--- src/rtl/bibuf_pkg.sv ---
// -----------------------------------------------------------------------------
// bibuf_pkg
// Shared definitions for the bidirectional pad bank controller:
//   - bibuf_state_e   : controller states (IDLE, TURN, DRIVE, RECV)
//   - turn_cnt_width  : width of the dead-time counter for a given TURN_CYCLES
//   - TURN_CNT_W      : counter width for the default TURN_CYCLES
//   - DIR_TX / DIR_RX : encodings of the DIR_REQ input
// -----------------------------------------------------------------------------
package bibuf_pkg;

    // Controller states. IDLE and TURN both release the pads.
    typedef enum logic [1:0] {
        IDLE  = 2'd0,
        TURN  = 2'd1,
        DRIVE = 2'd2,
        RECV  = 2'd3
    } bibuf_state_e;

    localparam int TURN_CYCLES_DEFAULT = 2;

    // The counter needs to represent 0..TURN_CYCLES. A zero-cycle
    // turnaround never uses the counter, but it still needs a legal
    // one-bit vector.
    function automatic int turn_cnt_width(input int turn_cycles);
        return (turn_cycles > 0) ? $clog2(turn_cycles + 1) : 1;
    endfunction

    localparam int TURN_CNT_W = turn_cnt_width(TURN_CYCLES_DEFAULT);

    // Direction encodings carried on DIR_REQ.
    localparam logic DIR_TX = 1'b1;
    localparam logic DIR_RX = 1'b0;

endpackage : bibuf_pkg

--- src/rtl/bibuf_sync.sv ---
// -----------------------------------------------------------------------------
// bibuf_sync
// A WIDTH-bit wide, STAGES-deep flop chain used to synchronise the
// asynchronous pad inputs into the CLK domain. The chain only advances while
// en_i is high. When en_i is low the chain keeps its contents, so q_o holds
// the last synchronised word.
//
// Ports:
//   CLK   in   clock, rising edge
//   RST   in   synchronous active-high reset, clears every stage
//   en_i  in   shift enable
//   d_i   in   WIDTH  asynchronous input word
//   q_o   out  WIDTH  synchronised word (last stage of the chain)
// -----------------------------------------------------------------------------
module bibuf_sync
    import bibuf_pkg::*;
#(
    parameter int WIDTH  = 8,
    parameter int STAGES = 2
) (
    input  logic             CLK,
    input  logic             RST,
    input  logic             en_i,
    input  logic [WIDTH-1:0] d_i,
    output logic [WIDTH-1:0] q_o
);

    logic [WIDTH-1:0] stage_q [STAGES];

    // Synchroniser chain: the first stage samples the pad, and later stages
    // settle any metastability.
    always_ff @(posedge CLK) begin
        if (RST) begin
            for (int i = 0; i < STAGES; i++) begin
                stage_q[i] <= {WIDTH{1'b0}};
            end
        end else if (en_i) begin
            stage_q[0] <= d_i;
            for (int i = 1; i < STAGES; i++) begin
                stage_q[i] <= stage_q[i-1];
            end
        end else begin
            for (int i = 0; i < STAGES; i++) begin
                stage_q[i] <= stage_q[i];
            end
        end
    end

    assign q_o = stage_q[STAGES-1];

endmodule : bibuf_sync

--- src/rtl/bibuf_bank.sv ---
// -----------------------------------------------------------------------------
// bibuf_bank
// This controller sits between the core and a row of split O/T/I pad buffers.
// It sequences direction changes with a programmable all-released dead time.
// It also registers the outbound word and synchronises the inbound word.
//
// Parameters:
//   WIDTH        pad bits (1..64)
//   TURN_CYCLES  dead cycles between directions (0..15)
//   SYNC_STAGES  inbound synchroniser depth (2..4)
//
// Ports:
//   CLK        in   clock, rising edge
//   RST        in   synchronous active-high reset
//   DIR_VALID  in   direction request, held until DIR_ACK
//   DIR_REQ    in   1 = drive (TX), 0 = receive (RX)
//   DIR_ACK    out  one-cycle pulse when the requested direction is live
//   TX_DATA    in   outbound word
//   TX_VALID   in   outbound word valid
//   TX_READY   out  bank accepts TX_DATA (high throughout DRIVE)
//   RX_DATA    out  synchronised inbound word
//   RX_VALID   out  RX_DATA is a valid sample
//   PAD_O      out  buffer O inputs
//   PAD_T      out  buffer T inputs, 1 = high-Z
//   PAD_I      in   buffer I outputs (asynchronous)
//   BUSY       out  high while in TURN
//
// All outputs come from flops. Each output register is loaded from the
// decode of state_d, so its value always matches state_q in the same cycle.
// -----------------------------------------------------------------------------
module bibuf_bank
    import bibuf_pkg::*;
#(
    parameter int WIDTH       = 8,
    parameter int TURN_CYCLES = 2,
    parameter int SYNC_STAGES = 2
) (
    input  logic             CLK,
    input  logic             RST,
    input  logic             DIR_VALID,
    input  logic             DIR_REQ,
    output logic             DIR_ACK,
    input  logic [WIDTH-1:0] TX_DATA,
    input  logic             TX_VALID,
    output logic             TX_READY,
    output logic [WIDTH-1:0] RX_DATA,
    output logic             RX_VALID,
    output logic [WIDTH-1:0] PAD_O,
    output logic [WIDTH-1:0] PAD_T,
    input  logic [WIDTH-1:0] PAD_I,
    output logic             BUSY
);

    localparam int CNT_W  = turn_cnt_width(TURN_CYCLES);
    localparam int FILL_W = $clog2(SYNC_STAGES + 1);

    // Last counter value spent in TURN before the new direction is entered.
    localparam logic [CNT_W-1:0]  CNT_LAST  = CNT_W'((TURN_CYCLES > 0) ? (TURN_CYCLES - 1) : 0);
    localparam logic [FILL_W-1:0] FILL_FULL = FILL_W'(SYNC_STAGES);

    // A crossing (DRIVE <-> RECV, or IDLE -> DRIVE) goes through TURN.
    // With a zero dead time it lands in the target state directly.
    localparam bibuf_state_e TX_CROSS = (TURN_CYCLES == 0) ? DRIVE : TURN;
    localparam bibuf_state_e RX_CROSS = (TURN_CYCLES == 0) ? RECV  : TURN;

    bibuf_state_e      state_q,    state_d;
    logic [CNT_W-1:0]  cnt_q,      cnt_d;
    logic              tgt_q,      tgt_d;
    logic [FILL_W-1:0] fill_q,     fill_d;
    logic [WIDTH-1:0]  pad_o_q,    pad_o_d;
    logic [WIDTH-1:0]  pad_t_q,    pad_t_d;
    logic              tx_ready_q, tx_ready_d;
    logic              rx_valid_q, rx_valid_d;
    logic              dir_ack_q,  dir_ack_d;
    logic              busy_q,     busy_d;

    logic              req_s;
    logic              sync_en_s;
    logic [WIDTH-1:0]  rx_sync_s;

    // The requester only sees DIR_ACK one cycle late. During the acknowledge
    // cycle it is still holding DIR_VALID, so that request is already
    // consumed and must not be taken again.
    assign req_s = DIR_VALID & ~dir_ack_q;

    // State register, together with the TURN bookkeeping that is
    // sequenced alongside it.
    always_ff @(posedge CLK) begin
        if (RST) begin
            state_q <= IDLE;
            cnt_q   <= {CNT_W{1'b0}};
            tgt_q   <= DIR_RX;
            fill_q  <= {FILL_W{1'b0}};
        end else begin
            state_q <= state_d;
            cnt_q   <= cnt_d;
            tgt_q   <= tgt_d;
            fill_q  <= fill_d;
        end
    end

    // Next-state logic. DIR_VALID is not looked at while in TURN.
    always_comb begin
        state_d = state_q;
        tgt_d   = tgt_q;
        case (state_q)
            IDLE: begin
                if (req_s) begin
                    if (DIR_REQ == DIR_TX) begin
                        tgt_d   = DIR_TX;
                        state_d = TX_CROSS;
                    end else begin
                        // Pads are already released, so there is no
                        // contention and no dead time is needed.
                        tgt_d   = DIR_RX;
                        state_d = RECV;
                    end
                end else begin
                    state_d = IDLE;
                end
            end
            TURN: begin
                if (cnt_q >= CNT_LAST) begin
                    state_d = (tgt_q == DIR_TX) ? DRIVE : RECV;
                end else begin
                    state_d = TURN;
                end
            end
            DRIVE: begin
                if (req_s && (DIR_REQ == DIR_RX)) begin
                    tgt_d   = DIR_RX;
                    state_d = RX_CROSS;
                end else begin
                    state_d = DRIVE;
                end
            end
            RECV: begin
                if (req_s && (DIR_REQ == DIR_TX)) begin
                    tgt_d   = DIR_TX;
                    state_d = TX_CROSS;
                end else begin
                    state_d = RECV;
                end
            end
            default: begin
                state_d = IDLE;
            end
        endcase
    end

    // Output and datapath next values, decoded from the upcoming state.
    always_comb begin
        // Dead-time counter runs only for consecutive TURN cycles.
        if ((state_q == TURN) && (state_d == TURN)) begin
            cnt_d = cnt_q + CNT_W'(1);
        end else begin
            cnt_d = {CNT_W{1'b0}};
        end

        // Fill counter: each cycle that stays in RECV pushes one sample
        // into the synchroniser. The count saturates once the chain is full
        // and clears whenever RECV is left.
        if ((state_q == RECV) && (state_d == RECV)) begin
            if (fill_q < FILL_FULL) begin
                fill_d = fill_q + FILL_W'(1);
            end else begin
                fill_d = fill_q;
            end
        end else begin
            fill_d = {FILL_W{1'b0}};
        end

        if (state_d == DRIVE) begin
            pad_t_d = {WIDTH{1'b0}};
        end else begin
            pad_t_d = {WIDTH{1'b1}};
        end

        tx_ready_d = (state_d == DRIVE);
        busy_d     = (state_d == TURN);
        rx_valid_d = (state_d == RECV) && (fill_d >= FILL_FULL);

        // Acknowledge on entry to a direction, or one cycle after a request
        // for the direction already in force.
        dir_ack_d = ((state_d == DRIVE) && (state_q != DRIVE)) ||
                    ((state_d == RECV)  && (state_q != RECV))  ||
                    ((state_q == DRIVE) && (state_d == DRIVE) && req_s && (DIR_REQ == DIR_TX)) ||
                    ((state_q == RECV)  && (state_d == RECV)  && req_s && (DIR_REQ == DIR_RX));

        // PAD_O follows the TX handshake only, so after DRIVE it keeps the
        // last accepted word.
        if (tx_ready_q && TX_VALID) begin
            pad_o_d = TX_DATA;
        end else begin
            pad_o_d = pad_o_q;
        end
    end

    // Registered outputs.
    always_ff @(posedge CLK) begin
        if (RST) begin
            pad_o_q    <= {WIDTH{1'b0}};
            pad_t_q    <= {WIDTH{1'b1}};
            tx_ready_q <= 1'b0;
            rx_valid_q <= 1'b0;
            dir_ack_q  <= 1'b0;
            busy_q     <= 1'b0;
        end else begin
            pad_o_q    <= pad_o_d;
            pad_t_q    <= pad_t_d;
            tx_ready_q <= tx_ready_d;
            rx_valid_q <= rx_valid_d;
            dir_ack_q  <= dir_ack_d;
            busy_q     <= busy_d;
        end
    end

    // The synchroniser advances only while RECV persists. On the exit cycle
    // it does not shift, so RX_DATA keeps the last word presented as valid.
    assign sync_en_s = (state_q == RECV) && (state_d == RECV);

    bibuf_sync #(
        .WIDTH  (WIDTH),
        .STAGES (SYNC_STAGES)
    ) u_rx_sync (
        .CLK  (CLK),
        .RST  (RST),
        .en_i (sync_en_s),
        .d_i  (PAD_I),
        .q_o  (rx_sync_s)
    );

    assign DIR_ACK  = dir_ack_q;
    assign TX_READY = tx_ready_q;
    assign RX_DATA  = rx_sync_s;
    assign RX_VALID = rx_valid_q;
    assign PAD_O    = pad_o_q;
    assign PAD_T    = pad_t_q;
    assign BUSY     = busy_q;

endmodule : bibuf_bank

--- config.mk ---
export PLATFORM = sky130hd
export DESIGN_NAME = bibuf_bank
export DESIGN_NICKNAME = d
export VERILOG_FILES = /design/src/rtl/bibuf_pkg.sv /design/src/rtl/bibuf_sync.sv /design/src/rtl/bibuf_bank.sv
export SDC_FILE = /design/constraint.sdc
export NUM_CORES = 1
export LEC_CHECK = 0
export ABC_CLOCK_PERIOD_IN_PS = 2300
export CORE_MARGIN = 2
export CORE_UTILIZATION = 46
export CTS_CLUSTER_DIAMETER = 60
export DETAILED_ROUTE_END_ITERATION = 10
export GPL_ROUTABILITY_DRIVEN = 1
export HOLD_SLACK_MARGIN = 0.1
export MAX_ROUTING_LAYER = met4
export PLACE_DENSITY = 0.76
export RECOVER_POWER = 50
export SKIP_CTS_REPAIR_TIMING = 1
export SKIP_LAST_GASP = 1
export SLEW_MARGIN = 20
export SYNTH_ARGS = -nofsm -noshare
export SYNTH_HDL_FRONTEND = slang
export SYNTH_HIERARCHICAL = 1
export SYNTH_SLANG_ARGS = --single-unit
--- constraint.sdc ---
create_clock -name CLK -period 2.3 [get_ports CLK]
set_input_delay 0.46 -clock CLK [delete_from_list [all_inputs] [get_ports CLK]]
set_output_delay 0.46 -clock CLK [all_outputs]
set_load 0.01 [all_outputs]
Word level (Yosys, flattened, before mapping)

Memory sizes are Yosys's and may differ from the RTL's.
Index checks and enable logic that the tools add are counted.
Widths: inputs -> output; s select.

Bits in registers: 27
Bits in writable memories: 16
Input port bits: 21
Output and inout bits: 28
Logic and storage cells: 82
Memories: 1

Add/subtract/negate cells: 2
Order comparisons: 3
Equality and inequality tests: 11
Muxes and demuxes: 27
Bitwise gates (word level): 8
Reduce and logical (&&, ||, !) cells: 20

Memory list:

| memory            | words | width | read ports | clocked after Yosys merged registers in | wr ports | RTL line         | source |
|---|---|---|---|---|---|---|---|
| u_rx_sync.stage_q | 2     | 8     | 2          | 0                                       | 2        | bibuf_sync.sv:28 | `logic [WIDTH-1:0] stage_q [STAGES];` |

Operators with widths:

| operator            | number |
|---|---|
| $mux 8              | 5 |
| $mux 2              | 7 |
| $logic_and 1x1->1   | 13 |
| $mux 1              | 13 |
| $ne 2x2->1 const B  | 5 |
| $eq 2x2->1 const B  | 4 |
| $pmux 2 s4          | 1 |
| $add 2x1->2 const B | 2 |
| $eq 2x1->1 const B  | 2 |
| $or 1x1->1          | 4 |
| $reduce_and 4->1    | 1 |
| $logic_or 1x1->1    | 3 |
| $not 1->1           | 3 |
| $pmux 1 s3          | 1 |
| $reduce_bool 3->1   | 1 |
| $ge 2x1->1 const B  | 1 |
| $ge 2x2->1 const B  | 1 |
| $logic_not 2->1     | 1 |
| $lt 2x2->1 const B  | 1 |
| $reduce_or 2->1     | 1 |
| $and 1x1->1         | 1 |

Depth between registers and ports, before layout

Depth in word-level cells: 12
Depth in mapped cells: 7
Depth with buffers taken out: 6

Hierarchy

Netlist, hierarchy kept.

Modules (own cells, without submodules):

| module     | instances | cells each | area each (um^2) | seq. area each (um^2) |
|---|---|---|---|---|
| bibuf_bank | 1         | 100        | 907.1            | 400.4 |
| bibuf_sync | 1         | 43         | 716.9            | 480.5 |

Least setup slack after synthesis

No wires, ideal clock.

Kind: in2reg
From: input DIR_VALID
To: memory u_rx_sync.stage_q[0][0], enable pin
Setup time: 0.373 ns
Data arrival time: 1.427 ns
Data required time: 1.927 ns
Path slack: 0.500 ns
Stages on the path: 3
Cells stage by stage: nor2b_1 a21oi_1 or2_1

RTL lines:

| what        | RTL line         | source |
|---|---|---|
| from (decl) | bibuf_bank.sv:40 | `input logic DIR_VALID,` |
| to (decl)   | bibuf_sync.sv:28 |  |

Final worst setup path

From: input DIR_REQ
To: register tx_ready_q, in the netlist TX_READY

Word-level cells in the longest chain between the ends: 5
Elaborated cells on any way between the ends: 9
Those cells by class: 1 x eq/ne; 5 x mux; 1 x bitwise; 2 x reduce/logical

Ends and longest elaborated chain:

| what                 | RTL line          | source |
|---|---|---|
| from (decl)          | bibuf_bank.sv:41  | `input logic DIR_REQ,` |
| $not 1->1            | bibuf_bank.sv:130 | `if (req_s && (DIR_REQ == DIR_RX)) begin` |
| $logic_and 1x1->1    | bibuf_bank.sv:130 |  |
| $mux 2               | bibuf_bank.sv:130 |  |
| $pmux 2 s4 *         | bibuf_bank.sv:106 | `case (state_q)` |
| $eq 2x2->1 *         | bibuf_bank.sv:179 | `tx_ready_d = (state_d == DRIVE);` |
| to (signal assigned) | bibuf_bank.sv:211 | `tx_ready_q <= tx_ready_d;` |
| to (decl)            | bibuf_bank.sv:72  | `logic tx_ready_q, tx_ready_d;` |

Mark *: on every way between the ends. The rest lies on a longest branch, timed or not.
A chain may end at the register's enable or synchronous reset.

==> metrics <==
status=complete, no violations; Max Fclk=500 MHz; Seq/Total Area, Yosys=54.2%; detailed placer's ending HPWL=2020 µm; CTS clk-pin slew, worst paths=100 ps; P_int=901 µW; Netlist cell types=32; final core utilization=60.6%; cell taking the most area after synthesis=edfxtp_1; Adder-Cell Fraction of Synth Area=1.54%; Die Width=63.4 µm; Skew-Pair Late Insertion Delay=330 ps; clock period minus worst slack=2000 ps; clock root buffer=clkbuf_4; DRT iter0 DRCs=47; CTS tree=done; total CTS buffers=5; Area after DPL=2010 µm²; final setup violation count=0; main combinational cell family by area after synthesis=simple AND/OR/NAND/NOR gates; Seq. cell area=881 µm²; Least-Margin Pin Slew=624 ps; pwr dens=581 nW/µm²; IO Port Bufs=48; fin nets=201; share of cells above drive strength 1=10.6%; max cap viols=0; largest cells by area after synthesis=edfxtp_1, dfxtp_1, buf_4; RSZ-0062 raised after global routing=false; crit share post-route=87.0%; Synth Area in Compound Gates=6.63%; clk sinks=36; Multi-input gate area=527 µm²; setup TNS=0 ps; Post-Syn Area=1620 µm²; min-delay worst type=register to register; clock power share=26.4%; Die Ht=63.4 µm; post-synthesis mux area share=0%; RD Place Congestion=0.843; CP Capture Type=register; routed via count=1098; Synth Register Bits=36; row count=21; slowest stage delay, CP=570 ps; Yosys top cell area share=29.6%; vias in the first global route=1108; first-pass GRT wire length=4800 µm; total wire length=2730 µm; worst path cell trace=dlygate4sd3_1 -> clkbuf_1 -> nor4b_4 -> o32ai_1 -> or2_0 -> nor2_1; grt total ovfl=0; initial antenna violation count=0; Final ANT Viol Nets=0; Gate Count Post-Synth=143; clk buf depth=2; area delta synth->final=25.6%; synth warn=6; arrival time worst endpoint=2220 ps; Final Hold Viols=0; H-tree levels=2; Switch Pwr=284 µW; WP data required=2520 ps; slowest stage cell, crit path=dlygate4sd3_1; critical path peak fanout=6; die area=4020 µm²; Post-Synth XOR/XNOR Area=1.00%; io pins=49; CP startpoint kind=primary input; wire length per cell=12.1 µm; Setup Crit Path Kind=primary input to register; drt first pass iters=4; Starting Density=48.3%; Inserted Diodes=0; DR DRC count=0; net count after synthesis=166; slew margin rel.=58.4%; total leakage power=0.816 nW; fraction of power spent switching nets=24.0%; GR Util All Layers=15.9%; syn avg cell area=11.4 µm²; Via density=4.88; Slew Viols, Final=0; Fillers=301; Synth Area in Simple Gates=24.0%; Peak VDD IR=0.399 mV; largest net degree at the start of global routing=29; design area=2040 µm²; Reg power frac=60.4%; Worst Skew=4.98 ps; Pwr Total=1.19 mW; hold slack=461 ps; Comb pwr share=13.2%; core region area=3360 µm²
## kinds of logic after synthesis
family | count (synthesis)
buffers and inverters | 30
xor gates and xnor gates | 1
AOI/OAI and AO/OA | 17
adders and majority gates | 2
and+or+nand+nor | 57
DFF | 36
## per-layer routing
layer  global-route usage (%)  vias to the layer above  routed length [µm]
li1                         -                      544                   -
met1                     16.6                      501                1110
met2                     25.3                       41                1310
met3                     7.68                       12                 223
met4                     7.88                        0                  85
met5                        -                        -                   0
## worst paths after layout
path	end	from	depth (start not counted)	slack [ps]
setup / recovery	TX_READY	DIR_REQ	6	300
hold / removal	PAD_O[6]	PAD_O[6]	2	460
setup reg to reg	u_rx_sync/stage_q[0][10]	state_q[0]	3	470
hold reg to reg	PAD_O[6]	PAD_O[6]	2	460
## synth_stat cells
| master | instances |
|---|---|
| a211oi_2 | 1 |
| a21o_1 | 1 |
| a21oi_1 | 13 |
| a31oi_1 | 1 |
| and2_2 | 1 |
| and2b_1 | 1 |
| and3b_1 | 10 |
| and3b_2 | 6 |
| and4_2 | 2 |
| buf_2 | 1 |
| buf_4 | 15 |
| buf_6 | 3 |
| clkbuf_1 | 3 |
| clkbuf_2 | 1 |
| clkbuf_8 | 1 |
| dfxtp_1 | 20 |
| edfxtp_1 | 16 |
| ha_1 | 2 |
| inv_1 | 6 |
| nand2_1 | 11 |
| nand3_1 | 8 |
| nand3b_1 | 1 |
| nor2_1 | 3 |
| nor2b_1 | 3 |
| nor2b_4 | 1 |
| nor3_1 | 5 |
| nor4b_4 | 1 |
| o32ai_2 | 1 |
| or2_0 | 1 |
| or2_1 | 2 |
| or2b_1 | 1 |
| xor2_2 | 1 |
## per-stage QoR
stage	setup slack (ps)	instances
after global routing	174	225
after floorplan	500	143
after detailed placement	92.6	217
after CTS	364	225
final	299	225
after global placement	172	217
## power by group through the flow
stage,Sequential [mW],Clock [mW],Combinational [mW]
after floorplan,0.722,0,0.109
after global placement,0.729,0,0.163
after detailed placement,0.731,0,0.167
after CTS,0.717,0.325,0.169
after global routing,0.720,0.354,0.172
final,0.716,0.313,0.157
## cell type report
class	count	area share, %
flip-flops and latches	36	43.2
multi-input cells	77	25.8
repair buffers	52	24.5
well taps	46	2.82
clock buffers	6	2.02
inverters	6	1.10
clock inverters	2	0.552
## registers in the layout, indices dropped and copies added (netlist names)
name,count
u_rx_sync/stage_q,16
PAD_O,8
cnt_q,2
fill_q,2
state_q,2
BUSY,1
DIR_ACK,1
PAD_T,1
RX_VALID,1
TX_READY,1
tgt_q,1
## cells in the final DEF (no fill, tap or decap), drive strengths merged
cell / n
dfxtp: 20
buf: 1
nand2: 11
clkbuf: 9
a21oi: 13
edfxtp: 16
and3b: 16
nor2: 3
clkinvlp: 1
ha: 2
nand3: 8
dlygate4sd3: 13
or2: 3
nor3: 5
nor4b: 1
a211oi: 1
o32ai: 1
clkinv: 1
a21o: 1
and4: 2
a31oi: 1
inv: 6
nand3b: 1
and2b: 1
clkdlybuf4s50: 35
and2: 1
nor2b: 4
or2b: 1
xor2: 1
## critical path: cells and delay by family
kind | cells | cell delay (ps)
and+or+nand+nor | 3 | 470
AOI/OAI and AO/OA | 1 | 390
buffers and inverters | 2 | 900
No activity file was read; power rests on OpenSTA's default activity.
